==> src/rtl/jk_pkg.sv <==
// Shared JK flip-flop command encoding and next-state function,
// used by the counter RTL and by behavioural models.
package jk_pkg;

    localparam logic [1:0] JK_HOLD = 2'b00;
    localparam logic [1:0] JK_RST  = 2'b01;
    localparam logic [1:0] JK_SET  = 2'b10;
    localparam logic [1:0] JK_TOG  = 2'b11;

    function automatic logic jk_next(input logic q, input logic j, input logic k);
        logic r;
        case ({j, k})
            JK_HOLD: r = q;
            JK_RST:  r = 1'b0;
            JK_SET:  r = 1'b1;
            JK_TOG:  r = ~q;
            default: r = q;
        endcase
        return r;
    endfunction

endpackage

==> src/rtl/jk_mod_counter_if.sv <==
// Control/status bundle of the JK modulo counter: the controller side
// drives en/up/load/din, the counter side returns its state and flags.
interface jk_mod_counter_if #(
    parameter int WIDTH = 4
);
    logic             en;
    logic             up;
    logic             load;
    logic [WIDTH-1:0] din;
    logic [WIDTH-1:0] count;
    logic [WIDTH-1:0] count_bar;
    logic             tc;
    logic             wrap;

    modport master (
        output en, up, load, din,
        input  count, count_bar, tc, wrap
    );

    modport slave (
        input  en, up, load, din,
        output count, count_bar, tc, wrap
    );
endinterface

==> src/rtl/jk_mod_counter_cell.sv <==
// One JK flip-flop storage cell with asynchronous active-low reset;
// qbar is always the complement of q.
module jk_ff_cell
    import jk_pkg::*;
(
    input  logic clk,
    input  logic reset,
    input  logic j,
    input  logic k,
    output logic q,
    output logic qbar
);
    logic q_q;

    // JK state update
    always_ff @(posedge clk or negedge reset) begin
        if (!reset) begin
            q_q <= 1'b0;
        end else begin
            q_q <= jk_next(q_q, j, k);
        end
    end

    assign q    = q_q;
    assign qbar = ~q_q;
endmodule

==> src/rtl/jk_mod_counter.sv <==
// Modulo-MOD up/down counter: per-bit JK excitation logic driving a bank of
// JK cells, with combinational terminal count and a registered wrap pulse.
module jk_mod_counter
    import jk_pkg::*;
#(
    parameter int WIDTH = 4,
    parameter int MOD   = 10
) (
    input  logic        clk,
    input  logic        reset,
    jk_mod_counter_if.slave bus
);
    // WIDTH-bit constants keep the MOD-1 compare overflow-free at MOD = 2^WIDTH
    localparam logic [WIDTH-1:0] MAX_C  = WIDTH'(MOD - 1);
    localparam logic [WIDTH-1:0] ZERO_C = {WIDTH{1'b0}};
    localparam logic [WIDTH-1:0] ONE_C  = {{(WIDTH-1){1'b0}}, 1'b1};

    logic [WIDTH-1:0] q_s;
    logic [WIDTH-1:0] qb_s;
    logic [WIDTH-1:0] next_s;
    logic [WIDTH-1:0] j_s;
    logic [WIDTH-1:0] k_s;
    logic             tc_s;
    logic             wrap_d;
    logic             wrap_q;

    // Next state and JK excitation: load forces bits, count toggles changing bits
    always_comb begin
        next_s = q_s;
        j_s    = ZERO_C;
        k_s    = ZERO_C;
        if (bus.load) begin
            next_s = (bus.din > MAX_C) ? MAX_C : bus.din;
            j_s    = next_s;
            k_s    = ~next_s;
        end else if (bus.en) begin
            if (bus.up) begin
                next_s = (q_s == MAX_C) ? ZERO_C : (q_s + ONE_C);
            end else begin
                next_s = (q_s == ZERO_C) ? MAX_C : (q_s - ONE_C);
            end
            j_s = q_s ^ next_s;
            k_s = q_s ^ next_s;
        end else begin
            next_s = q_s;
        end
    end

    assign tc_s   = bus.en & ~bus.load &
                    ((bus.up & (q_s == MAX_C)) | (~bus.up & (q_s == ZERO_C)));
    assign wrap_d = tc_s;

    // Wrap pulse: terminal count taken on the previous edge
    always_ff @(posedge clk or negedge reset) begin
        if (!reset) begin
            wrap_q <= 1'b0;
        end else begin
            wrap_q <= wrap_d;
        end
    end

    for (genvar gi = 0; gi < WIDTH; gi++) begin : g_cell
        jk_ff_cell u_cell (
            .clk  (clk),
            .reset(reset),
            .j    (j_s[gi]),
            .k    (k_s[gi]),
            .q    (q_s[gi]),
            .qbar (qb_s[gi])
        );
    end

    assign bus.count     = q_s;
    assign bus.count_bar = qb_s;
    assign bus.tc        = tc_s;
    assign bus.wrap      = wrap_q;
endmodule

==> src/flat_wrapper.sv <==
// flat-port wrapper written by rule: the top's interface ports become plain ports
module jk_mod_counter_flat import jk_pkg::*;
#(
    parameter int WIDTH = 4,
    parameter int MOD   = 10
)
  (clk, reset, bus_en, bus_up, bus_load, bus_din, bus_count, bus_count_bar, bus_tc, bus_wrap);
  jk_mod_counter_if #(.WIDTH(WIDTH)) bus_i ();
  input  logic clk;
  input  logic reset;
  input wire logic [$bits(bus_i.en)-1:0] bus_en;
  input wire logic [$bits(bus_i.up)-1:0] bus_up;
  input wire logic [$bits(bus_i.load)-1:0] bus_load;
  input wire logic [$bits(bus_i.din)-1:0] bus_din;
  output wire logic [$bits(bus_i.count)-1:0] bus_count;
  output wire logic [$bits(bus_i.count_bar)-1:0] bus_count_bar;
  output wire logic [$bits(bus_i.tc)-1:0] bus_tc;
  output wire logic [$bits(bus_i.wrap)-1:0] bus_wrap;
  assign bus_i.en = bus_en;
  assign bus_i.up = bus_up;
  assign bus_i.load = bus_load;
  assign bus_i.din = bus_din;
  assign bus_count = bus_i.count;
  assign bus_count_bar = bus_i.count_bar;
  assign bus_tc = bus_i.tc;
  assign bus_wrap = bus_i.wrap;
  jk_mod_counter #(.WIDTH(WIDTH), .MOD(MOD)) u_core (.clk(clk), .reset(reset), .bus(bus_i));
endmodule
==> config.mk <==
export PLATFORM = sky130hd
export DESIGN_NAME = jk_mod_counter_flat
export DESIGN_NICKNAME = d
export VERILOG_FILES = /design/src/rtl/jk_pkg.sv /design/src/rtl/jk_mod_counter_if.sv /design/src/rtl/jk_mod_counter_cell.sv /design/src/rtl/jk_mod_counter.sv /design/src/flat_wrapper.sv
export SDC_FILE = /design/constraint.sdc
export NUM_CORES = 1
export LEC_CHECK = 0
export CORE_AREA = 2 2 39 41
export CTS_BUF_LIST = sky130_fd_sc_hd__clkbuf_16
export DETAILED_ROUTE_END_ITERATION = 10
export DIE_AREA = 0 0 41 43
export GPL_TIMING_DRIVEN = 0
export PLACE_DENSITY = 0.75
export SKIP_LAST_GASP = 1
export SYNTH_ARGS = -nofsm -noshare
export SYNTH_HDL_FRONTEND = slang
export SYNTH_SLANG_ARGS = --single-unit
==> constraint.sdc <==
create_clock -name clk -period 3.4 [get_ports clk]
set_input_delay 0.68 -clock clk [delete_from_list [all_inputs] [get_ports clk]]
set_output_delay 0.68 -clock clk [all_outputs]
set_load 0.005 [all_outputs]
==> qor.tcl, run 1 <==
set qor(power_per_cell_area_nw_per_um2) 514
set qor(ff2ff_path_depth) 3
set qor(top_layer_in_use) {met4}
set qor(synthAdderAreaFrac) 0
set qor(htree_num_levels) 1
set qor(synth_nets) 67
set qor(insertion_delay_of_the_later_clocked_pin_in_the_worst_skew_pair_ns) 0.23
set qor(detail_route.first_pass.iterations) 4
set qor(final_cell_mix) {sky130_fd_sc_hd__clkdlybuf4s50_1, sky130_fd_sc_hd__buf_4, sky130_fd_sc_hd__o21ai_1, sky130_fd_sc_hd__dfrtp_1}
set qor(totalWireLength_mm) 1.00
set qor(nNetsFinal) 88
set qor(route.met2.wl_um) 454
set qor(ys_types) 27
set qor(cts_inserted_buffers) 3
set qor(finalWeightedCongestion) 0.850
set qor(setup_viol) 0
set qor(critPathMostFrequentCell) {sky130_fd_sc_hd__clkdlybuf4s50_1}
set qor(reg2reg_setup_slack_ns) 2.11
set qor(coreArea_um2) 1380
set qor(seq_area_frac_synth) 0.270
set qor(final.fill_count) 132
set qor(achievable-frequency_mhz) 316
set qor(initial_utilization) 0.335
set qor(synth-edff-count) 0
set qor(power.ir.vdd_worst_uv) 579
set qor(route.vias.total) 479
set qor(timing.critical_path.arrival_ns) 2.48
set qor(wl_met3_um) 72
set qor(critical_path.startpoint_type) {input pin}
set qor(fin_worst_hold_slack_ns) 0.667
set qor(drive_gt1_frac) 0.244
set qor(synth_area_um2) 463
set qor(die_height_um) 43
set qor(wl_per_cell_um) 10.7
set qor(cts.repair.resized) 0
set qor(rsz0062_at_grt) {no}
set qor(path_max_fanout) 10
set qor(cts.path.max_buffers) 2
set qor(worst_path_max_delay_cell) {sky130_fd_sc_hd__clkdlybuf4s50_1}
set qor(die-area_um2) 1760
set qor(critPathRequiredTime_ns) 2.72
set qor(fin_tns_setup_ns) 0
set qor(grt_overflow) 0
set qor(n_antenna_cell) 0
set qor(numClockSinks) 5
set qor(drt-vias-per-instance) 5.10
set qor(yosysWarningCount) 0
set qor(placement.cell_area_um2) 643
set qor(synth_xor_area_frac) 0.0378
set qor(final-max-slew-violation-count) 0
set qor(synth_largest_area_cell) {sky130_fd_sc_hd__dfrtp_1}
set qor(hold_path_class) {in -> async}
set qor(r2r_start) {u_core.g_cell[2].u_cell.q}
set qor(postLayoutCellArea_um2) 722
set qor(critical-path-top-delay-family) {buffers and inverters}
set qor(port_buffers) 16
set qor(critical_path.max_stage_delay_ns) 0.54
set qor(mostFrequentLayoutCell) {sky130_fd_sc_hd__clkdlybuf4s50_1}
set qor(worst_slew_margin_rel) 0.775
set qor(maxCapViolations) 0
set qor(synth.area.top_cells) {sky130_fd_sc_hd__dfrtp_1, sky130_fd_sc_hd__buf_4, sky130_fd_sc_hd__o21ai_1}
set qor(area_delta_synth_final_pct) 55.9
set qor(critical_path.n_buffers_inverters) 3
set qor(tritoncts_clock_tree) {yes}
set qor(synth_simple_gate_area_frac) 0.214
set qor(drt_iter0_drc) 16
set qor(end_kind) {output pin}
set qor(grt_max_degree) 11
set qor(cts.clk_slew.worst_paths_ns) 0.03
set qor(hold_violations) 0
set qor(r2r-end) {u_core.g_cell[1].u_cell.q}
set qor(antenna_left) 0
set qor(hold_buffers) 0
set qor(std_cell_rows) 14
set qor(width_of_the_chip_um) 41
set qor(number_of_global_route_vias_before_repair) 394
set qor(fin_skew_ns) 0.00199
set qor(route.layer.met1.wl_um) 452
set qor(ys_seq_elements) 5
set qor(drc) 0
set qor(status) {finished clean}
set qor(root_buffer_master) {sky130_fd_sc_hd__clkbuf_16}
set qor(synth_cells) 58
set qor(combinational_family_with_the_most_area_after_synthesis) {compound AO/OA/AOI/OAI gates}
set qor(track_usage) 0.141
set qor(syn_avg_cell_area_um2) 7.98
set qor(timing.final.crit_period_ns) 3.16
set qor(worstPathCellList) {clkdlybuf4s50_1, buf_2, or3_1, a21oi_1, clkdlybuf4s50_1}
set qor(worst_pin_slew_ns) 0.335
set qor(io_pins) 19
set qor(hpwlAfterDp_um) 689
set qor(min_period_over_period) 0.930
set qor(path_class) {in -> out}
set qor(wire_length_of_the_first_global_routing_pass_mm) 1.64
set qor(area_occupied_by_registers_um2) 125
set qor(leakage_power_nw) 0.307
set qor(synthFlopType) {sky130_fd_sc_hd__dfrtp_1}
set qor(multiInputGateArea_um2) 231
set qor(synth_compound_gate_area_share) 0.249
set qor(post_cts_setup_repair_bufs) 0
set qor(asr_flop_ratio_synth) 1.00
set qor(post_synth_mux_area_share) 0
set qor(grt_antenna_before_repair) 0
set qor(synth_top_cell_area_share) 0.270
==> worst max-delay path by stage <==
stage / cells after the start / slack [ns] / from / endpoint
2_1_floorplan: 3 / 1.34 / bus_up / bus_tc
3_3_place_gp: 5 / 0.27 / bus_up / bus_tc
3_5_place_dp: 5 / 0.25 / bus_up / bus_tc
4_1_cts: 5 / 0.25 / bus_up / bus_tc
5_1_grt: 5 / 0.18 / bus_up / bus_tc
6_report: 5 / 0.24 / bus_up / bus_tc
==> cell families (layout without fill, tap and decap cells) <==
logic type | count (synthesis) | in the layout
AO/OA/AOI/OAI | 19 | 19
XOR/XNOR | 2 | 2
buffers and inverters | 17 | 37
flip-flops | 5 | 5
AND/OR/NAND/NOR | 15 | 15
==> cell type report <==
| class | count | area share |
|---|---|---|
| inverter | 4 | 0.0208 |
| clock buffer | 3 | 0.104 |
| multi-input combinational | 36 | 0.321 |
| clock inverter | 1 | 0.00520 |
| timing repair buffer | 16 | 0.222 |
| tap | 16 | 0.0277 |
| sequential | 5 | 0.173 |
| buffer | 13 | 0.127 |
==> power by group <==
part           switching [mW]  total, mW  leakage (nW)  internal (mW)
Combinational          0.0403      0.103         0.203         0.0631
Sequential            0.00848     0.0745        0.0622         0.0660
Clock                  0.0404      0.193        0.0423          0.152
Total                  0.0891      0.371         0.307          0.282
==> synthesized netlist by cell type, types with 2 or more instances <==
master                     number
sky130_fd_sc_hd__nand3_1        3
sky130_fd_sc_hd__a31oi_1        2
sky130_fd_sc_hd__xnor2_1        2
sky130_fd_sc_hd__or3_1          2
sky130_fd_sc_hd__buf_2          3
sky130_fd_sc_hd__nand4b_1       2
sky130_fd_sc_hd__inv_2          2
sky130_fd_sc_hd__nand2_1        3
sky130_fd_sc_hd__o21ai_0        3
sky130_fd_sc_hd__dfrtp_1        5
sky130_fd_sc_hd__buf_4          8
sky130_fd_sc_hd__inv_1          2
sky130_fd_sc_hd__o21ai_1        5
sky130_fd_sc_hd__a21oi_1        3
==> worst reg2reg max path, stage by stage (launching register included) <==
cell and delay [ns]:
sky130_fd_sc_hd__dfrtp_1 0.45, sky130_fd_sc_hd__or3_1 0.37, sky130_fd_sc_hd__a31oi_1 0.21, sky130_fd_sc_hd__o22ai_1 0.13
==> routing by layer <==
metal,vias up,track usage
met5,-,0
met4,0,0.107
met3,2,0.0314
met2,28,0.178
met1,206,0.199
li1,243,-
==> metrics by stage <==
step	util	power (mW)	setup slack (ns)	instances
after detailed placement	0.465	0.178	0.250	90
after global routing	0.522	0.389	0.177	94
after global placement	0.465	0.177	0.270	90
final	0.522	0.371	0.237	94
after floorplan	-	0.136	1.34	58
after CTS	0.522	0.372	0.247	94
==> state kept, by name, indices dropped and copies added (netlist names) <==
| register | flops |
|---|---|
| u_core.g_cell.u_cell.q | 4 |
| u_core.bus.wrap | 1 |
Note: power is estimated with default switching activity, not from simulation.
==> run 2, diff against run 1 <==
--- a/config.mk
+++ b/config.mk
@@ -5,13 +5,13 @@
 export SDC_FILE = /design/constraint.sdc
 export NUM_CORES = 1
 export LEC_CHECK = 0
-export CORE_AREA = 2 2 39 41
+export CORE_UTILIZATION = 27
 export CTS_BUF_LIST = sky130_fd_sc_hd__clkbuf_16
 export DETAILED_ROUTE_END_ITERATION = 10
-export DIE_AREA = 0 0 41 43
 export GPL_TIMING_DRIVEN = 0
-export PLACE_DENSITY = 0.75
+export PLACE_DENSITY = 0.63
 export SKIP_LAST_GASP = 1
+export SLEW_MARGIN = 10
 export SYNTH_ARGS = -nofsm -noshare
 export SYNTH_HDL_FRONTEND = slang
 export SYNTH_SLANG_ARGS = --single-unit
==> run 2 against run 1 <==
  * The flow now finishes with violations (design-rule violations)
  * Sequential power is essentially flat
  * Clock power is 3% lower
  * Sequential share of layout area unchanged
  * Hold slack improved by 0.0058 ns
  * Critical endpoint unchanged
  * Cell area is the same
  * Clock skew is essentially flat
  * Maximum frequency fell by 0.52%
  * Cell count unchanged
  * Count of clock-buffer cells in the layout unchanged
==> qor.tcl, run 2 (synthesis gave the netlist of run 1 again) <==
set qor(grt_use_met3) 0.0250 ;# -0.00641
set qor(failed_checks) {design-rule violations}
set qor(reg2reg_setup_slack_ns) 2.11 ;# about the same
set qor(placement.cell_area_um2) 643 ;# unchanged
set qor(grtUsageMet1) 0.171 ;# -0.0279
set qor(worstPathCellList) {clkdlybuf4s50_1, buf_2, or3_1, a21oi_1, clkdlybuf4s50_1}
set qor(critical-path-top-delay-family) {buffers and inverters}
set qor(hold_buffers) 0 ;# unchanged
set qor(die-area_um2) 1880 ;# +6.9%
set qor(r2r-end) {u_core.g_cell[3].u_cell.q}
set qor(port_buffers) 16 ;# unchanged
set qor(cts.path.max_buffers) 2 ;# unchanged
set qor(die_height_um) 43.4 ;# +0.94%
set qor(route.vias.total) 459 ;# -4.2%
set qor(critPathRequiredTime_ns) 2.72 ;# about the same
set qor(timing.critical_path.arrival_ns) 2.50 ;# +0.02 ns
set qor(grt_antenna_before_repair) 0 ;# unchanged
set qor(ff2ff_path_depth) 5 ;# +2
set qor(postLayoutCellArea_um2) 722 ;# unchanged
set qor(min_period_over_period) 0.935 ;# +0.00487
set qor(fin_util) 0.463 ;# -0.0586
set qor(achievable-frequency_mhz) 315 ;# -0.52%
set qor(coreArea_um2) 1560 ;# +13%
set qor(hpwlAfterDp_um) 718 ;# +4.2%
set qor(nNetsFinal) 88 ;# unchanged
set qor(cts.repair.resized) 0 ;# unchanged
set qor(critPathMostFrequentCell) {sky130_fd_sc_hd__clkdlybuf4s50_1}
set qor(fin_tns_setup_ns) 0 ;# unchanged
set qor(area_delta_synth_final_pct) 55.9 ;# unchanged
set qor(critical_path.startpoint_type) {input pin}
set qor(grt_most_used_layer) {met2}
set qor(power.ir.vdd_worst_uv) 410 ;# -29%
set qor(timing.final.crit_period_ns) 3.18 ;# +0.0166 ns
set qor(finalWeightedCongestion) 0.730 ;# -14%
set qor(hold_path_class) {in -> async}
set qor(io_pins) 19 ;# unchanged
set qor(status) {finished with violations}
set qor(numClockSinks) 5 ;# unchanged
set qor(final.fill_count) 151 ;# +14%
set qor(worst_path_max_delay_cell) {sky130_fd_sc_hd__clkdlybuf4s50_1}
set qor(htree_num_levels) 1 ;# unchanged
set qor(drt-vias-per-instance) 4.88 ;# -4.2%
set qor(path_max_fanout) 10 ;# unchanged
set qor(antenna_left) 0 ;# unchanged
set qor(mostFrequentLayoutCell) {sky130_fd_sc_hd__clkdlybuf4s50_1}
set qor(cts_inserted_buffers) 3 ;# unchanged
set qor(final_cell_mix) {sky130_fd_sc_hd__clkdlybuf4s50_1, sky130_fd_sc_hd__buf_4, sky130_fd_sc_hd__o21ai_1, sky130_fd_sc_hd__dfrtp_1}
set qor(drt_iter0_drc) 11 ;# -5
set qor(power_per_cell_area_nw_per_um2) 506 ;# -1.4%
set qor(worst_pin_slew_ns) 0.347 ;# +0.0124 ns
set qor(wire_length_of_the_first_global_routing_pass_mm) 1.66 ;# +0.85%
set qor(post_cts_setup_repair_bufs) 0 ;# unchanged
set qor(multiInputGateArea_um2) 231 ;# unchanged
set qor(insertion_delay_of_the_later_clocked_pin_in_the_worst_skew_pair_ns) 0.22 ;# about the same
set qor(hold_violations) 0 ;# unchanged
set qor(r2r_start) {u_core.g_cell[1].u_cell.q}
set qor(tritoncts_clock_tree) {yes}
set qor(std_cell_rows) 14 ;# unchanged
set qor(path_class) {in -> out}
set qor(n_antenna_cell) 0 ;# unchanged
set qor(largest_reg_flops) 4 ;# unchanged
set qor(root_buffer_master) {sky130_fd_sc_hd__clkbuf_16}
set qor(end_kind) {output pin}
set qor(worst_slew_margin_rel) 0.767 ;# -0.00834
set qor(final-max-slew-violation-count) 0 ;# unchanged
set qor(wl_per_cell_um) 10.6 ;# about the same
set qor(critical_path.max_stage_delay_ns) 0.53 ;# about the same
set qor(grt_overflow) 0 ;# unchanged
set qor(area_occupied_by_registers_um2) 125 ;# unchanged
set qor(drc) 4 ;# +4
set qor(track_usage) 0.117 ;# -0.0239
set qor(detail_route.first_pass.iterations) 7 ;# +3
set qor(totalWireLength_mm) 1.00 ;# about the same
set qor(maxCapViolations) 0 ;# unchanged
set qor(global_route.usage.met2) 0.173 ;# -0.00540
set qor(width_of_the_chip_um) 43.4 ;# +5.9%
set qor(fin_skew_ns) 0.00239 ;# +0.000401 ns
set qor(setup_viol) 0 ;# unchanged
set qor(drive_gt1_frac) 0.244 ;# unchanged
set qor(grt_max_degree) 11 ;# unchanged
set qor(rsz0062_at_grt) {no}
set qor(critical_path.n_buffers_inverters) 3 ;# unchanged
set qor(fin_total_pwr_mw) 0.366 ;# -1.4%
set qor(cts.clk_slew.worst_paths_ns) 0.03 ;# about the same
set qor(number_of_global_route_vias_before_repair) 344 ;# -13%
set qor(initial_utilization) 0.297 ;# -0.0376
set qor(leakage_power_nw) 0.307 ;# unchanged
-- run 2: cell counts in the layout (fill, tap and decap cells not counted) --
Identical to the previous run, type by type.
-- run 2: worst max path at each step --
stage          cells past startpoint   start     end  slack [ns]
2_1_floorplan                      3  bus_up  bus_tc        1.34
3_3_place_gp                       5  bus_up  bus_tc        0.27
3_5_place_dp                       5  bus_up  bus_tc        0.24
4_1_cts                            5  bus_up  bus_tc        0.20
5_1_grt                            5  bus_up  bus_tc        0.10
6_report                           5  bus_up  bus_tc        0.22
-- run 2: cell type report --
class	count	share of cell area
Multi-Input combinational cell	36	0.321
Clock inverter	1	0.00520
Timing Repair Buffer	16	0.222
Tap cell	16	0.0277
Buffer	13	0.127
Sequential cell	5	0.173
Clock buffer	3	0.104
Inverter	4	0.0208
-- run 2: per-stage QoR --
stage / setup WS (ns) / hold slack (ns) / cells
2_1_floorplan: 1.34 / 0.384 / 58
3_3_place_gp: 0.265 / 0.661 / 90
3_5_place_dp: 0.243 / 0.667 / 90
4_1_cts: 0.201 / 0.680 / 94
5_1_grt: 0.102 / 0.700 / 94
6_report: 0.221 / 0.672 / 94
-- run 2: per-layer routing --
metal,vias to the layer above,part of all wire
li1,237,-
met1,209,0.51
met2,13,0.45
met3,0,0.037
met4,0,0
met5,-,0
-- run 2: worst reg2reg max path: stages, from the launching register on --
cell and delay (ns):
sky130_fd_sc_hd__dfrtp_1 0.36, sky130_fd_sc_hd__buf_2 0.19, sky130_fd_sc_hd__nor4_2 0.27, sky130_fd_sc_hd__a31oi_1 0.07, sky130_fd_sc_hd__o2bb2ai_1 0.21, sky130_fd_sc_hd__o21ai_1 0.08
-- run 2: where the power goes --
| part | switching (mW) | leakage (nW) | internal, mW |
|---|---|---|---|
| logic | 0.0408 | 0.203 | 0.0631 |
| registers | 0.00829 | 0.0622 | 0.0660 |
| clock network | 0.0353 | 0.0423 | 0.152 |
